File: src/rtl/cache_pkg.sv
// Shared widths and FSM encoding for the direct-mapped write-through cache.
package cache_pkg;

   localparam int unsigned ADDR_W_DEF     = 16;
   localparam int unsigned DATA_W_DEF     = 32;
   localparam int unsigned INDEX_BITS_DEF = 4;
   localparam int unsigned CNT_W          = 16;

   typedef enum logic [2:0] {
      IDLE    = 3'd0,
      RD_REQ  = 3'd1,
      RD_WAIT = 3'd2,
      WR_REQ  = 3'd3,
      RESP    = 3'd4
   } state_e;

endpackage

File: src/rtl/cache_if.sv
// CPU-side and memory-side bus of the cache; master = requester/memory, slave = cache.
interface cache_if #(
   parameter int unsigned ADDR_W = cache_pkg::ADDR_W_DEF,
   parameter int unsigned DATA_W = cache_pkg::DATA_W_DEF
);
   logic                       cpu_req;
   logic                       cpu_we;
   logic [ADDR_W-1:0]          cpu_addr;
   logic [DATA_W-1:0]          cpu_wdata;
   logic                       cpu_busy;
   logic                       cpu_ready;
   logic [DATA_W-1:0]          cpu_rdata;
   logic                       cpu_hit;
   logic                       mem_rd_en;
   logic                       mem_wr_en;
   logic [ADDR_W-1:0]          mem_addr;
   logic [DATA_W-1:0]          mem_wdata;
   logic [DATA_W-1:0]          mem_rdata;
   logic [cache_pkg::CNT_W-1:0] hit_count;
   logic [cache_pkg::CNT_W-1:0] miss_count;

   modport master (
      output cpu_req, cpu_we, cpu_addr, cpu_wdata, mem_rdata,
      input  cpu_busy, cpu_ready, cpu_rdata, cpu_hit,
      input  mem_rd_en, mem_wr_en, mem_addr, mem_wdata, hit_count, miss_count
   );

   modport slave (
      input  cpu_req, cpu_we, cpu_addr, cpu_wdata, mem_rdata,
      output cpu_busy, cpu_ready, cpu_rdata, cpu_hit,
      output mem_rd_en, mem_wr_en, mem_addr, mem_wdata, hit_count, miss_count
   );
endinterface

File: src/rtl/cache_array.sv
// Tag/valid/data storage: combinational lookup, synchronous single write port.
module cache_array #(
   parameter int unsigned INDEX_BITS = 4,
   parameter int unsigned TAG_W      = 12,
   parameter int unsigned DATA_W     = 32
) (
   input  logic                  clk,
   input  logic                  rst_n,
   input  logic [INDEX_BITS-1:0] rd_index,
   input  logic [TAG_W-1:0]      rd_tag,
   output logic                  hit_c,
   output logic [DATA_W-1:0]     data_c,
   input  logic                  we,
   input  logic [INDEX_BITS-1:0] wr_index,
   input  logic [TAG_W-1:0]      wr_tag,
   input  logic [DATA_W-1:0]     wr_data
);
   localparam int unsigned LINES = 2 ** INDEX_BITS;

   logic [LINES-1:0]  valid_q;
   logic [TAG_W-1:0]  tag_q  [LINES];
   logic [DATA_W-1:0] data_q [LINES];

   // Only the valid bits are reset; tag and data contents survive reset.
   always_ff @(posedge clk or negedge rst_n) begin
      if (!rst_n) begin
         valid_q <= '0;
      end else if (we) begin
         valid_q[wr_index] <= 1'b1;
      end
   end

   always_ff @(posedge clk) begin
      if (we) begin
         tag_q[wr_index]  <= wr_tag;
         data_q[wr_index] <= wr_data;
      end
   end

   assign hit_c  = valid_q[rd_index] && (tag_q[rd_index] == rd_tag);
   assign data_c = data_q[rd_index];

endmodule

File: src/rtl/cache_ctrl.sv
// Direct-mapped, one-word-line, write-through, no-write-allocate cache controller.
module cache_ctrl
   import cache_pkg::*;
#(
   parameter int unsigned ADDR_W     = ADDR_W_DEF,
   parameter int unsigned DATA_W     = DATA_W_DEF,
   parameter int unsigned INDEX_BITS = INDEX_BITS_DEF
) (
   input  logic    clk,
   input  logic    rst_n,
   cache_if.slave  bus
);
   localparam int unsigned TAG_W = ADDR_W - INDEX_BITS;

   state_e             state_q;
   state_e             state_nxt;
   logic [ADDR_W-1:0]  addr_q;
   logic [DATA_W-1:0]  wdata_q;
   logic [DATA_W-1:0]  rdata_q;
   logic               busy_q;
   logic               ready_q;
   logic               hit_q;
   logic               rd_en_q;
   logic               wr_en_q;
   logic [CNT_W-1:0]   hits_q;
   logic [CNT_W-1:0]   misses_q;
   logic               lk_hit_c;
   logic [DATA_W-1:0]  lk_data_c;
   logic               arr_we_c;
   logic [DATA_W-1:0]  arr_wdata_c;
   logic               accept_c;

   assign accept_c = (state_q == IDLE) && bus.cpu_req;

   cache_array #(
      .INDEX_BITS (INDEX_BITS),
      .TAG_W      (TAG_W),
      .DATA_W     (DATA_W)
   ) u_array (
      .clk      (clk),
      .rst_n    (rst_n),
      .rd_index (bus.cpu_addr[INDEX_BITS-1:0]),
      .rd_tag   (bus.cpu_addr[ADDR_W-1:INDEX_BITS]),
      .hit_c    (lk_hit_c),
      .data_c   (lk_data_c),
      .we       (arr_we_c),
      .wr_index (addr_q[INDEX_BITS-1:0]),
      .wr_tag   (addr_q[ADDR_W-1:INDEX_BITS]),
      .wr_data  (arr_wdata_c)
   );

   always_ff @(posedge clk or negedge rst_n) begin
      if (!rst_n) state_q <= IDLE;
      else        state_q <= state_nxt;
   end

   // Next state plus array write strobe (line fill or write-hit update).
   always_comb begin
      state_nxt   = state_q;
      arr_we_c    = 1'b0;
      arr_wdata_c = wdata_q;
      case (state_q)
         IDLE: begin
            if (bus.cpu_req) begin
               if (bus.cpu_we)    state_nxt = WR_REQ;
               else if (lk_hit_c) state_nxt = RESP;
               else               state_nxt = RD_REQ;
            end
         end
         RD_REQ:  state_nxt = RD_WAIT;
         RD_WAIT: begin
            state_nxt   = RESP;
            arr_we_c    = 1'b1;
            arr_wdata_c = bus.mem_rdata;
         end
         WR_REQ: begin
            state_nxt = RESP;
            arr_we_c  = hit_q;
         end
         RESP:    state_nxt = IDLE;
         default: state_nxt = IDLE;
      endcase
   end

   // Status and strobes registered from the state being entered.
   always_ff @(posedge clk or negedge rst_n) begin
      if (!rst_n) begin
         busy_q  <= 1'b0;
         ready_q <= 1'b0;
         rd_en_q <= 1'b0;
         wr_en_q <= 1'b0;
      end else begin
         busy_q  <= (state_nxt != IDLE);
         ready_q <= (state_nxt == RESP);
         rd_en_q <= (state_nxt == RD_REQ);
         wr_en_q <= (state_nxt == WR_REQ);
      end
   end

   always_ff @(posedge clk or negedge rst_n) begin
      if (!rst_n) begin
         addr_q   <= '0;
         wdata_q  <= '0;
         rdata_q  <= '0;
         hit_q    <= 1'b0;
         hits_q   <= '0;
         misses_q <= '0;
      end else begin
         if (accept_c) begin
            addr_q  <= bus.cpu_addr;
            wdata_q <= bus.cpu_wdata;
            hit_q   <= lk_hit_c;
            if (!bus.cpu_we) begin
               if (lk_hit_c) begin
                  rdata_q <= lk_data_c;
                  hits_q  <= hits_q + CNT_W'(1);
               end else begin
                  misses_q <= misses_q + CNT_W'(1);
               end
            end
         end
         if (state_q == RD_WAIT) rdata_q <= bus.mem_rdata;
      end
   end

   assign bus.cpu_busy   = busy_q;
   assign bus.cpu_ready  = ready_q;
   assign bus.cpu_rdata  = rdata_q;
   assign bus.cpu_hit    = hit_q;
   assign bus.mem_rd_en  = rd_en_q;
   assign bus.mem_wr_en  = wr_en_q;
   assign bus.mem_addr   = addr_q;
   assign bus.mem_wdata  = wdata_q;
   assign bus.hit_count  = hits_q;
   assign bus.miss_count = misses_q;

endmodule

File: src/flat_wrapper.sv
// flat-port wrapper written by rule: the top's interface ports become plain ports
module cache_ctrl_flat import cache_pkg::*;
#(
   parameter int unsigned ADDR_W     = ADDR_W_DEF,
   parameter int unsigned DATA_W     = DATA_W_DEF,
   parameter int unsigned INDEX_BITS = INDEX_BITS_DEF
)
  (clk, rst_n, bus_cpu_req, bus_cpu_we, bus_cpu_addr, bus_cpu_wdata, bus_mem_rdata, bus_cpu_busy, bus_cpu_ready, bus_cpu_rdata, bus_cpu_hit, bus_mem_rd_en, bus_mem_wr_en, bus_mem_addr, bus_mem_wdata, bus_hit_count, bus_miss_count);
  cache_if #(.ADDR_W(ADDR_W), .DATA_W(DATA_W)) bus_i ();
  input  logic clk;
  input  logic rst_n;
  input wire logic [$bits(bus_i.cpu_req)-1:0] bus_cpu_req;
  input wire logic [$bits(bus_i.cpu_we)-1:0] bus_cpu_we;
  input wire logic [$bits(bus_i.cpu_addr)-1:0] bus_cpu_addr;
  input wire logic [$bits(bus_i.cpu_wdata)-1:0] bus_cpu_wdata;
  input wire logic [$bits(bus_i.mem_rdata)-1:0] bus_mem_rdata;
  output wire logic [$bits(bus_i.cpu_busy)-1:0] bus_cpu_busy;
  output wire logic [$bits(bus_i.cpu_ready)-1:0] bus_cpu_ready;
  output wire logic [$bits(bus_i.cpu_rdata)-1:0] bus_cpu_rdata;
  output wire logic [$bits(bus_i.cpu_hit)-1:0] bus_cpu_hit;
  output wire logic [$bits(bus_i.mem_rd_en)-1:0] bus_mem_rd_en;
  output wire logic [$bits(bus_i.mem_wr_en)-1:0] bus_mem_wr_en;
  output wire logic [$bits(bus_i.mem_addr)-1:0] bus_mem_addr;
  output wire logic [$bits(bus_i.mem_wdata)-1:0] bus_mem_wdata;
  output wire logic [$bits(bus_i.hit_count)-1:0] bus_hit_count;
  output wire logic [$bits(bus_i.miss_count)-1:0] bus_miss_count;
  assign bus_i.cpu_req = bus_cpu_req;
  assign bus_i.cpu_we = bus_cpu_we;
  assign bus_i.cpu_addr = bus_cpu_addr;
  assign bus_i.cpu_wdata = bus_cpu_wdata;
  assign bus_i.mem_rdata = bus_mem_rdata;
  assign bus_cpu_busy = bus_i.cpu_busy;
  assign bus_cpu_ready = bus_i.cpu_ready;
  assign bus_cpu_rdata = bus_i.cpu_rdata;
  assign bus_cpu_hit = bus_i.cpu_hit;
  assign bus_mem_rd_en = bus_i.mem_rd_en;
  assign bus_mem_wr_en = bus_i.mem_wr_en;
  assign bus_mem_addr = bus_i.mem_addr;
  assign bus_mem_wdata = bus_i.mem_wdata;
  assign bus_hit_count = bus_i.hit_count;
  assign bus_miss_count = bus_i.miss_count;
  cache_ctrl #(.ADDR_W(ADDR_W), .DATA_W(DATA_W), .INDEX_BITS(INDEX_BITS)) u_core (.clk(clk), .rst_n(rst_n), .bus(bus_i));
endmodule
File: config.mk
export PLATFORM = sky130hd
export DESIGN_NAME = cache_ctrl_flat
export DESIGN_NICKNAME = d
export VERILOG_FILES = /design/src/rtl/cache_pkg.sv /design/src/rtl/cache_if.sv /design/src/rtl/cache_array.sv /design/src/rtl/cache_ctrl.sv /design/src/flat_wrapper.sv
export SDC_FILE = /design/constraint.sdc
export NUM_CORES = 1
export LEC_CHECK = 0
export CAP_MARGIN = 20
export CORE_UTILIZATION = 50
export DETAILED_ROUTE_END_ITERATION = 10
export GPL_TIMING_DRIVEN = 1
export HOLD_SLACK_MARGIN = 0.02
export PLACE_DENSITY = 0.68
export SYNTH_ARGS = -nofsm -noshare
export SYNTH_HDL_FRONTEND = slang
export SYNTH_SLANG_ARGS = --single-unit
export TNS_END_PERCENT = 100
File: constraint.sdc
create_clock -name clk -period 12.2 [get_ports clk]
set_input_delay 2.44 -clock clk [delete_from_list [all_inputs] [get_ports clk]]
set_output_delay 2.44 -clock clk [all_outputs]
set_load 0.01 [all_outputs]
* After elaboration in Yosys (flattened, before gate mapping)
Memories as Yosys holds them, arrays and structs flattened.
Cells that the tools add are included.
** Word-level totals
- Flip-flop bits (word level) :: 136
- Logic and storage cells :: 57
- Memories kept :: 2
- Input bits :: 84
- Memory bits (writable) :: 704
- Output and inout bits :: 117
** Operators by class
- Multiplexer cells :: 16
- Reduce and logical (&&, ||, !) cells :: 11
- Add/sub/neg operators :: 2
- Magnitude comparators :: 3
- Equal/unequal tests :: 8
- Bitwise operators :: 3
** Memories
- u_core.u_array.data_q :: words 16, width 32, rd ports 1, clocked after memory_dff 0, wr ports 1, RTL line cache_array.sv:22 : logic [DATA_W-1:0] data_q [LINES];
- u_core.u_array.tag_q :: words 16, width 12, rd ports 1, clocked after memory_dff 0, wr ports 1, RTL line cache_array.sv:21 : logic [TAG_W-1:0] tag_q [LINES];
** Operators with widths (count)
- $mux W32 :: 5
- $add A16 B1 Y16 const B :: 2
- $or A16 B16 Y16 :: 1
- $eq A12 B12 Y1 :: 1
- $lt A4 B5 Y1 const B :: 2
- $eq A3 B2 Y1 const B :: 3
- $mux W3 :: 3
- $pmux W3 S3 :: 1
- $reduce_and A3 Y1 :: 3
- $eq A3 B1 Y1 const B :: 2
- $bmux W1 S4 :: 1
- $demux W1 S4 :: 1
- $ge A4 B1 Y1 const B :: 1
- $mux W1 :: 4
- $reduce_bool A2 Y1 :: 2
- $eq A3 B3 Y1 const B :: 1
- $logic_and A1 B1 Y1 :: 3
- $logic_not A3 Y1 :: 1
- $reduce_bool A3 Y1 :: 1
- $ne A2 B1 Y1 const B :: 1
- $not A1 Y1 :: 2
- $pmux W1 S2 :: 1
- $reduce_or A2 Y1 :: 1

* Longest topological paths before layout
Gate-level depths: netlist of run 1.
- Depth in word-level cells :: 8
- Gate-level depth with buffers :: 15
- Depth with buffers taken out :: 8

* Modules after synthesis
From an unflattened synthesis of run 1, not the netlist that was laid out.
** Second synthesis, totals
- Cells, all modules :: 1668
- Area, all modules :: 32773.9 um^2
** Modules (own cells, without submodules)
- cache_array :: cells an instance 1104, area each 27421.3 um^2, times used 1, sequential area each 21540.7 um^2
- cache_ctrl :: cells an instance 564, area each 5352.6 um^2, times used 1, sequential area each 3002.9 um^2

* Worst setup path before layout of run 1
Ideal clock, no wire load.
- Path kind :: input to register
- Start point :: input port bus_cpu_addr[0]
- End point :: register u_core.rdata_q[12], in the netlist u_core.bus.cpu_rdata[12]
- Arrival time :: 5.018 ns
- Required time :: 12.069 ns
- Path slack :: 7.051 ns
- Stages :: 9
- Buffers on the path :: 5
- Library setup time :: 0.131 ns
- Path through :: buf_4 > buf_2 > buf_2 > buf_2 > buf_1 > mux4_2 > mux4_2 > nand4_1 > o211ai_1
** On the way
- Cells in the longest elaborated chain, start to end :: 5
- Elaborated cells between the ends (all ways) :: 12
- Classes of those cells :: 1 x eq/ne; 6 x mux; 3 x reduce/logical; 2 x memory
** RTL lines
- start, declared :: RTL line flat_wrapper.sv:14 : input wire logic [$bits(bus_i.cpu_addr)-1:0] bus_cpu_addr;
- $mem_v2 Z16 W12 (tied with other cells)
- $eq A12 B12 Y1 (tied with other cells) :: RTL line cache_array.sv:40 : assign hit_c = valid_q[rd_index] && (tag_q[rd_index] == rd_tag);
- $logic_and A1 B1 Y1 / $mux W32 (equally long branches) :: RTL line cache_array.sv:40, cache_ctrl.sv:113
- $reduce_bool A2 Y1 (no line) / $mux W32 (equally long branches)
- $reduce_and A3 Y1 (no line) / $mux W32 (equally long branches)
- end signal, assigned :: RTL line cache_ctrl.sv:115 : rdata_q <= lk_data_c;
- end signal, assigned :: RTL line cache_ctrl.sv:122 : if (state_q == RD_WAIT) rdata_q <= bus.mem_rdata;
- end, declared :: RTL line cache_ctrl.sv:19 : logic [DATA_W-1:0] rdata_q;
Parallel ways exist; a longest one is shown, timed or not. The select of a mux whose other input is x is not followed.
A chain may end at the register's enable or synchronous reset.

* Worst setup path after layout of run 1
- Start point :: input port bus_cpu_addr[1]
- End point :: register u_core.hits_q[1], in the netlist u_core.bus.hit_count[1]
** On the way
- Cells in the longest elaborated chain, start to end :: 4
- Elaborated cells between the ends (all ways) :: 6
- Classes of those cells :: 1 x eq/ne; 2 x mux; 2 x reduce/logical; 1 x memory
** RTL lines
- $mem_v2 Z16 W12 / $bmux W1 S4 (equally long branches)
- $eq A12 B12 Y1 / $mux W1 (equally long branches) :: RTL line cache_array.sv:40
- $logic_and A1 B1 Y1 (*) :: RTL line cache_array.sv:40
- $reduce_and A3 Y1 (no line) (*)
- end signal, assigned :: RTL line cache_ctrl.sv:116 : hits_q <= hits_q + CNT_W'(1);
- end, declared :: RTL line cache_ctrl.sv:25 : logic [CNT_W-1:0] hits_q;
Mark *: on every way between the ends. The rest lies on a longest branch, timed or not. The select of a mux whose other input is x is not followed.

==> summary.md, run 1 <==
| Metric | Value |
|---|---|
| TNS Setup | `0 ns` |
| R2R setup slack | `8.03 ns` |
| Routed WL per cell | `26.4 µm` |
| Status | `complete, no violations` |
| DP HPWL | `37500 µm` |
| Final antenna diode count | `0` |
| Number of hold buffers added after CTS | `0` |
| Worst hold stages | `1` |
| Hold Path Origin | `u_core.u_array.valid_q[7]$_DFFE_PN0P_` |
| FF+latch area | `24500 µm²` |
| CP max stage cell | `and2_2` |
| Layout cells sized above 1 | `0.243` |
| Slew of the pin with the lowest slew margin | `1.03 ns` |
| Multi-input logic area | `7860 µm²` |
| Die H | `258 µm` |
| Most common cell after layout, fill and taps aside | `edfxtp_1` |
| CP required | `12.71 ns` |
| Asr flop ratio synth | `0.162` |
| CP Capture Type | `flop` |
| IO Port Bufs | `200` |
| Commonest non-fill, non-tap cells in the layout | `edfxtp_1 (704), mux4_2 (206), clkdlybuf4s50_1 (195)` |
| Grt total ovfl | `0` |
| Mapped cell area | `32700 µm²` |
| Vias in the first global route | `16.9k` |
| Max VDD drop | `0.000112 V` |
| Achievable frequency | `0.142 GHz` |
| Startpoint Class | `primary input` |
| TritonCTS clock tree | `done` |
| Antenna violations before repair | `0` |
| Hold Path End | `u_core.u_array.valid_q[7]$_DFFE_PN0P_` |
| Compound-Gate Fraction of Synth Area | `0.0118` |
| Post-synthesis xor/xnor area fraction | `0.0123` |
| CTS root buf | `clkbuf_16` |
| Slew headroom | `0.311` |
| RSZ-0062 raised after global routing | `no` |
| Pwr dens | `212 nW/µm²` |
| First-pass GRT wire length | `109000 µm` |
| Pleak | `13.0 nW` |
| H-tree levels | `3` |
| Post-CTS setup buffer count | `0` |
| Adder-cell share of the synthesized area | `0.000765` |
| Clk Latency, worst-skew pair | `0.63 ns` |
| Die Span X | `258 µm` |
| CTS resizes | `0` |
| Non-Filler Instances | `2765` |
| Setup Skew | `0.0166 ns` |
| Synthesized flop and latch total | `840` |
| Post-synth EDFFs | `704` |
| Placed insts | `2609` |
| Final Hold Viols | `0` |
| Core box area | `64600 µm²` |
| Total CTS buffers | `85` |
| DRC | `0` |
| Largest net degree at the start of global routing | `88` |
| Syn_nets | `1695` |
| Area post-placement | `35700 µm²` |
| Synthesized area per cell | `20.3 µm²` |
| Gr usage total | `0.223` |
| Vias post-DR | `16.6k` |
| Min-delay worst type | `reg2reg` |
| Largest family of logic cells by synthesized area | `multiplexers` |
| Final setup fails | `0` |
| Ports | `201` |
| Top FF cell, synth | `edfxtp_1` |
| Die area | `66400 µm²` |
| Nets | `1927` |
| Number of max-cap violations | `0` |
| Vias per cell | `6.00` |
| Worst r2r dst | `u_core.bus.hit_count[1]$_DFFE_PN0P_` |
| Fin area | `38500 µm²` |
| Yosys Warn Count | `0` |
| Synth Area in Simple Gates | `0.0419` |
| Crit path DAT | `7.53 ns` |
| Critical path class | `in2reg` |
| DR pass1 iterations | `5` |
| CP cell instances | `buf_6 -> buf_4 -> mux4_2 -> mux2i_1 -> xor2_1 -> nand2_1 -> or4_1 -> a2111oi_4 -> buf_4 -> and2_2 -> mux2_2` |
| Starting density of the core | `0.506` |
| Register area share after synthesis | `0.751` |
| Final worst path period share | `0.576` |
| Area grow syn2layout | `17.6%` |
| ANT nets after route | `0` |
| Critical Path Max Stage Delay | `0.92 ns` |
| Mux contribution to synthesized area | `0.169` |
| Tot Pwr | `8.16 mW` |
| CTS Sinks | `840` |
| R2R cell count | `9` |
| Clk buf depth | `3` |
| Reg clk slew, reported paths | `0.06 ns` |
| 1st-iter DRT viols | `1715` |
| CP most frequent cell | `buf_4` |
| Unique masters post-synth | `42` |
| Minimum clock period | `7.02 ns` |
| Total Wirelength | `72900 µm` |
| Rows | `93` |
| Slew Viols, Final | `0` |
| Cell count after synthesis | `1609` |
| RD Place Congestion | `0.722` |
| Fill count | `4601` |
| Reg-to-Reg Start | `u_core.u_array.tag_q[11][0]$_DFFE_PP_` |
| CP max FO | `59` |
==> per-layer routing <==
metal	up-vias	wire, µm	global-route usage	part of all wire
li1	6984	-	-	-
met1	8845	31500	0.324	0.43
met2	635	35000	0.351	0.48
met3	122	4740	0.0421	0.065
met4	0	1660	0.0592	0.023
met5	-	0	0	0
==> flip-flops by register name (all words and copies together), names as in the netlist <==
signal                  count
u_core.u_array.data_q     512
u_core.u_array.tag_q      192
u_core.bus.cpu_rdata       32
u_core.bus.mem_wdata       32
u_core.bus.hit_count       16
u_core.bus.mem_addr        16
u_core.bus.miss_count      16
u_core.u_array.valid_q     16
u_core.state_q              3
u_core.bus.cpu_busy         1
u_core.bus.cpu_hit          1
u_core.bus.cpu_ready        1
u_core.bus.mem_rd_en        1
u_core.bus.mem_wr_en        1
==> worst max-delay path by stage <==
stage,from,end,depth (start not counted)
after global routing,bus_cpu_addr[1],u_core.bus.hit_count[1]$_DFFE_PN0P_,11
final,bus_cpu_addr[1],u_core.bus.hit_count[1]$_DFFE_PN0P_,11
after CTS,bus_cpu_addr[1],u_core.bus.hit_count[1]$_DFFE_PN0P_,11
after detailed placement,bus_cpu_addr[1],u_core.bus.hit_count[1]$_DFFE_PN0P_,11
after global placement,bus_cpu_addr[1],u_core.bus.hit_count[1]$_DFFE_PN0P_,11
after floorplan,bus_cpu_addr[0],u_core.bus.cpu_rdata[12]$_DFFE_PN0P_,9
==> cell usage after synthesis (9+ instances only) <==
cell type  instances  area share
mux2i_1           24      0.0073
xor2_1            19      0.0051
buf_1             15      0.0017
and3_1            12      0.0023
nand4_1           22      0.0042
or2_2             16      0.0031
nor2_1            25      0.0029
nand2_1          143       0.016
buf_2             20      0.0031
mux2_2            57       0.020
clkbuf_1          40      0.0046
mux4_2           206        0.14
edfxtp_1         704        0.65
o211ai_1          32      0.0073
nor3_1             9      0.0014
nand3_1           34      0.0052
dfrtp_1          136        0.10
xnor2_1           27      0.0072
==> where the power goes <==
part / internal (mW) / switching, mW
logic: 0.596 / 0.876
registers: 3.90 / 0.245
clock network: 1.47 / 1.06
==> cells by family after synthesis <==
| logic type | after synthesis |
|---|---|
| AO/OA/AOI/OAI | 51 |
| XOR/XNOR | 46 |
| adder cells (fa/ha/maj) | 2 |
| buffers and inverters | 90 |
| flip-flops | 840 |
| multiplexers | 288 |
| AND/OR/NAND/NOR | 292 |
==> final cells by class <==
type,instances,area share
timing repair buffer,232,0.0584
sequential,840,0.638
clock inverter,48,0.0106
clock buffer,108,0.0603
multi-input combinational,679,0.204
inverter,3,0.000293
tap,855,0.0278
==> worst max-delay path, delay by kind of cell <==
kind	cells	cell delay, ns
simple gates	3	1.51
mux	3	1.18
buf+inv	3	1.72
compound gates	1	0.43
xor+xnor	1	0.17
==> metrics by stage <==
step / hold slack (ns) / utilization / worst slack, ns
CTS: 0.461 / 0.595 / 5.18
floorplan: 0.434 / - / 7.05
finish: 0.459 / 0.595 / 5.18
global placement: 0.446 / 0.553 / 4.50
detailed placement: 0.447 / 0.553 / 4.52
global route: 0.477 / 0.595 / 4.99
Note: power is estimated with default switching activity, not from simulation.
==> run 2, diff against run 1 <==
--- a/config.mk
+++ b/config.mk
@@ -10,7 +10,7 @@
 export DETAILED_ROUTE_END_ITERATION = 10
 export GPL_TIMING_DRIVEN = 1
 export HOLD_SLACK_MARGIN = 0.02
-export PLACE_DENSITY = 0.68
+export PLACE_DENSITY = 0.71
 export SYNTH_ARGS = -nofsm -noshare
 export SYNTH_HDL_FRONTEND = slang
 export SYNTH_SLANG_ARGS = --single-unit
==> constraint.sdc (replaced) <==
create_clock -name clk -period 5.65 [get_ports clk]
set_input_delay 1.13 -clock clk [delete_from_list [all_inputs] [get_ports clk]]
set_output_delay 1.13 -clock clk [all_outputs]
set_load 0.01 [all_outputs]
==> summary.md, run 2 (synthesis results as in run 1) <==
| Metric | Value |
|---|---|
| CP cell instances | `buf_6 -> buf_4 -> mux4_2 -> mux2i_1 -> mux2i_1 -> xnor2_1 -> nand2_1 -> a2111oi_4 -> and2_2 -> buf_4 -> o211ai_1` |
| Total CTS buffers | `83` |
| CTS root buf | `clkbuf_16` |
| Crit path DAT | `4.59 ns` |
| Layout cells sized above 1 | `0.248` |
| Commonest non-fill, non-tap cells in the layout | `edfxtp_1 (704), mux4_2 (206), clkdlybuf4s50_1 (195)` |
| TritonCTS clock tree | `done` |
| Max VDD drop | `0.000285 V` |
| Number of max-cap violations | `0` |
| Area grow syn2layout | `18.1%` |
| Number of hold buffers added after CTS | `0` |
| Starting density of the core | `0.506` |
| Antenna violations before repair | `1` |
| Slew of the pin with the lowest slew margin | `1.08 ns` |
| Clk buf depth | `3` |
| Reg-to-Reg Start | `u_core.u_array.tag_q[11][3]$_DFFE_PP_` |
| Final setup fails | `0` |
| CTS resizes | `0` |
| Post-CTS setup buffer count | `0` |
| Max layer used | `met4` |
| CP required | `6.14 ns` |
| Pleak | `13.1 nW` |
| Tot Pwr | `17.6 mW` |
| CTS Sinks | `840` |
| DR pass1 iterations | `5` |
| Core box area | `64600 µm²` |
| Final worst path period share | `0.725` |
| Vias post-DR | `16.4k` |
| Largest register FFs | `512` |
| Minimum clock period | `4.09 ns` |
| Crit path buffers/inverters | `3` |
| CP Capture Type | `flop` |
| R2R setup slack | `2.25 ns` |
| RD Place Congestion | `0.760` |
| CP max FO | `42` |
| Routed WL per cell | `26.1 µm` |
| Most common cell after layout, fill and taps aside | `edfxtp_1` |
| 1st-iter DRT viols | `1792` |
| Met3 wire len | `4590 µm` |
| Area post-placement | `35800 µm²` |
| Grt total ovfl | `0` |
| First-pass GRT wire length | `108000 µm` |
| Rows | `93` |
| Worst r2r dst | `u_core.bus.cpu_rdata[20]$_DFFE_PN0P_` |
| Clk Latency, worst-skew pair | `0.63 ns` |
| ANT nets after route | `0` |
| H-tree levels | `3` |
| Ports | `201` |
| Pwr dens | `457 nW/µm²` |
| Top Registers | `u_core.u_array.data_q (512), u_core.u_array.tag_q (192)` |
| Die H | `258 µm` |
| DRC | `0` |
| Fin area | `38600 µm²` |
| R2R cell count | `9` |
| Biggest register | `u_core.u_array.data_q` |
| Achievable frequency | `0.244 GHz` |
| CP top delay family | `buffers and inverters` |
| Status | `complete, no violations` |
| Final antenna diode count | `0` |
| Critical path class | `in2reg` |
| Slew Viols, Final | `0` |
| RSZ-0062 raised after global routing | `no` |
| Min-delay worst type | `in2async` |
| Vias in the first global route | `17.0k` |
| Die area | `66400 µm²` |
| Slew headroom | `0.277` |
| Reg clk slew, reported paths | `0.06 ns` |
| Nets | `1932` |
| Critical Path Max Stage Delay | `0.57 ns` |
| Die Span X | `258 µm` |
| Total Wirelength | `72300 µm` |
| TNS Setup | `0 ns` |
| IO Port Bufs | `200` |
| Largest net degree at the start of global routing | `103` |
| CP max stage cell | `mux4_2` |
| Final Hold Viols | `0` |
| Setup Skew | `0.0272 ns` |
| WL met2 | `35500 µm` |
| Startpoint Class | `primary input` |
| Gr usage total | `0.221` |
| DP HPWL | `39700 µm` |
| Vias per cell | `5.94` |
| Met1 wire length | `31200 µm` |
| WHS | `0.380 ns` |
## run 2: cell count changes in the layout (fill, tap and decap cells not counted), sizes merged
cell | previous run | this run
bufinv | 6 | 8
buf | 37 | 44
clkbuf | 108 | 103
clkinv | 35 | 37
clkinvlp | 4 | 2
## run 2: layout make-up
cell class	count	area, µm²
fillers	4527	26000
flip-flops and latches	840	24500
multi-input cells	679	7860
repair buffers	239	2390
clock buffers	103	2230
well taps	855	1070
clock inverters	50	497
inverters	3	11.3
## run 2: layer usage
metal	track usage	vias to the layer above
met1	0.318	8817
met4	0.0472	0
met2	0.355	565
met5	0	-
li1	-	6973
met3	0.0428	92
## run 2: power by group
group	internal (mW)	total [mW]	switching (mW)
registers	8.43	8.98	0.553
clock network	3.19	5.49	2.30
logic	1.29	3.17	1.87
total	12.9	17.6	4.73
## run 2: worst max path at each step
stage / startpoint / end / slack, ns / cells past startpoint
after floorplan: u_core.state_q[2]$_DFF_PN0_ / u_core.u_array.data_q[0][0]$_DFFE_PP_ / 1.02 / 4
after global placement: bus_cpu_addr[1] / u_core.bus.cpu_rdata[18]$_DFFE_PN0P_ / 0.95 / 11
after detailed placement: bus_cpu_addr[1] / u_core.bus.cpu_rdata[19]$_DFFE_PN0P_ / 0.90 / 11
after CTS: bus_cpu_addr[1] / u_core.bus.cpu_rdata[20]$_DFFE_PN0P_ / 1.56 / 11
after global routing: bus_cpu_addr[1] / u_core.bus.cpu_rdata[0]$_DFFE_PN0P_ / 1.37 / 11
final: bus_cpu_addr[1] / u_core.bus.cpu_rdata[20]$_DFFE_PN0P_ / 1.56 / 11
## run 2: metrics by stage
stage	util	worst slack, ns	cells
after detailed placement	0.555	0.902	2615
after CTS	0.597	1.56	2768
after global placement	0.554	0.949	2613
final	0.598	1.56	2769
after global routing	0.598	1.37	2769
after floorplan	-	1.02	1609
==> run 3, diff against run 2 <==
--- a/config.mk
+++ b/config.mk
@@ -10,7 +10,7 @@
 export DETAILED_ROUTE_END_ITERATION = 10
 export GPL_TIMING_DRIVEN = 1
 export HOLD_SLACK_MARGIN = 0.02
-export PLACE_DENSITY = 0.71
+export PLACE_DENSITY = 0.68
 export SYNTH_ARGS = -nofsm -noshare
 export SYNTH_HDL_FRONTEND = slang
 export SYNTH_SLANG_ARGS = --single-unit
==> constraint.sdc (replaced) <==
create_clock -name clk -period 4.3 [get_ports clk]
set_input_delay 0.86 -clock clk [delete_from_list [all_inputs] [get_ports clk]]
set_output_delay 0.86 -clock clk [all_outputs]
set_load 0.01 [all_outputs]
==> summary.md, run 3 (synthesis results as in run 1) <==
| Metric | Value |
|---|---|
| Gr usage total | `0.227` |
| Crit path DAT | `4.05 ns` |
| Antenna violations before repair | `0` |
| CTS resizes | `0` |
| Commonest non-fill, non-tap cells in the layout | `edfxtp_1 (704), mux4_2 (206), clkdlybuf4s50_1 (195)` |
| Clk Latency, worst-skew pair | `0.64 ns` |
| Final setup fails | `0` |
| TNS Setup | `0 ns` |
| Slew headroom | `0.287` |
| Vias per cell | `5.95` |
| First-pass GRT wire length | `111000 µm` |
| Core box area | `64600 µm²` |
| Area post-placement | `36100 µm²` |
| Area grow syn2layout | `19.1%` |
| Total CTS buffers | `87` |
| Setup Skew | `0.0334 ns` |
| Final core occ | `0.603` |
| CP top delay family | `buffers and inverters` |
| Startpoint Class | `primary input` |
| Vias in the first global route | `17.1k` |
| CP most frequent cell | `buf_4` |
| Min-delay worst type | `in2async` |
| Max VDD drop | `0.000414 V` |
| Slew of the pin with the lowest slew margin | `1.07 ns` |
| Starting density of the core | `0.506` |
| Die H | `258 µm` |
| CP required | `4.78 ns` |
| H-tree levels | `3` |
| Placed insts | `2625` |
| Largest register FFs | `512` |
| Reg clk slew, reported paths | `0.06 ns` |
| CTS Sinks | `840` |
| ANT nets after route | `0` |
| Final Hold Viols | `0` |
| Final worst path period share | `0.829` |
| Number of max-cap violations | `0` |
| RD Place Congestion | `0.759` |
| CP max stage cell | `a2111oi_4` |
| CP max FO | `29` |
| Fill count | `4536` |
| Layout cells sized above 1 | `0.248` |
| TritonCTS clock tree | `done` |
| IO Port Bufs | `200` |
| Ports | `201` |
| Vias post-DR | `16.6k` |
| Rows | `93` |
| DP HPWL | `39200 µm` |
| Reg-to-Reg Start | `u_core.u_array.tag_q[1][0]$_DFFE_PP_` |
| Final antenna diode count | `0` |
| Top Registers | `u_core.u_array.data_q (512), u_core.u_array.tag_q (192)` |
| Nets | `1945` |
| Largest net degree at the start of global routing | `130` |
| Crit path buffers/inverters | `4` |
| Status | `complete, no violations` |
| CP Capture Type | `flop` |
| Post-CTS setup buffer count | `0` |
| Achievable frequency | `0.281 GHz` |
| Minimum clock period | `3.57 ns` |
| Die Span X | `258 µm` |
| Clk buf depth | `3` |
| Number of hold buffers added after CTS | `0` |
| RSZ-0062 raised after global routing | `no` |
| WHS | `0.351 ns` |
| Critical path class | `in2reg` |
| CTS root buf | `clkbuf_16` |
| Routed WL per cell | `26.4 µm` |
| Biggest register | `u_core.u_array.data_q` |
| Total Wirelength | `73500 µm` |
| DRC | `0` |
| Non-Filler Instances | `2788` |
| Critical Path Max Stage Delay | `0.62 ns` |
| Die area | `66400 µm²` |
| Pwr dens | `602 nW/µm²` |
| Grt total ovfl | `0` |
| Most common cell after layout, fill and taps aside | `edfxtp_1` |
| Slew Viols, Final | `0` |
| DR pass1 iterations | `7` |
| Fin area | `38900 µm²` |
| CP cell instances | `buf_6 -> buf_4 -> mux2i_1 -> a221oi_1 -> xor2_1 -> or4_1 -> a2111oi_4 -> buf_4 -> buf_4 -> nor4b_1 -> xor2_1` |
| Pleak | `13.2 nW` |
| 1st-iter DRT viols | `1694` |
| Setup crit start | `bus_cpu_addr[1]` |
-- run 3: final cells by class --
type                       count  area (µm²)  share of cell area
sequential                   840       24500               0.631
multi-input combinational    679        7880               0.202
timing repair buffer         248        2580              0.0662
clock buffer                 118        2450              0.0629
tap                          855        1070              0.0275
clock inverter                45         389              0.0100
inverter                       3        11.3            0.000289
-- run 3: final timing paths --
kind / cells past startpoint / endpoint / slack, ns
min reg2reg: 1 / u_core.u_array.valid_q[14]$_DFFE_PN0P_ / 0.47
max reg2reg: 10 / u_core.bus.miss_count[10]$_DFFE_PN0P_ / 1.00
min in group clk: 1 / u_core.u_array.valid_q[14]$_DFFE_PN0P_ / 0.47
max in group asynchronous: 2 / u_core.bus.mem_addr[10]$_DFFE_PN0P_ / 2.93
max: 11 / u_core.bus.miss_count[10]$_DFFE_PN0P_ / 0.73
min: 1 / u_core.bus.mem_wdata[27]$_DFFE_PN0P_ / 0.35
-- run 3: power by group --
group	internal [mW]	switching (mW)	leakage [nW]
sequential	11.1	0.707	8.04
clock	4.36	3.06	1.38
combinational	1.73	2.51	3.74
total	17.2	6.27	13.2
-- run 3: through the flow --
stage	worst slack [ns]	power, mW
after floorplan	0.731	14.0
after global placement	0.213	16.0
after detailed placement	0.153	16.2
after CTS	0.830	23.6
after global routing	0.602	24.3
final	0.735	23.4
-- run 3: metal layers --
layer	global-route usage	share of wire	vias up
li1	-	-	7028
met1	0.331	0.42	8790
met2	0.363	0.49	649
met3	0.0392	0.070	110
met4	0.0514	0.018	0
met5	0	0	-
-- run 3: worst reg2reg max path, delay by kind of cell (launching register included) --
| kind | cells | cell delay [ns] |
|---|---|---|
| multiplexers | 2 | 0.64 |
| AND/OR/NAND/NOR | 3 | 0.64 |
| AO/OA/AOI/OAI | 1 | 0.62 |
| buffers and inverters | 2 | 0.55 |
| flip-flops | 1 | 0.40 |
| XOR/XNOR | 2 | 0.32 |
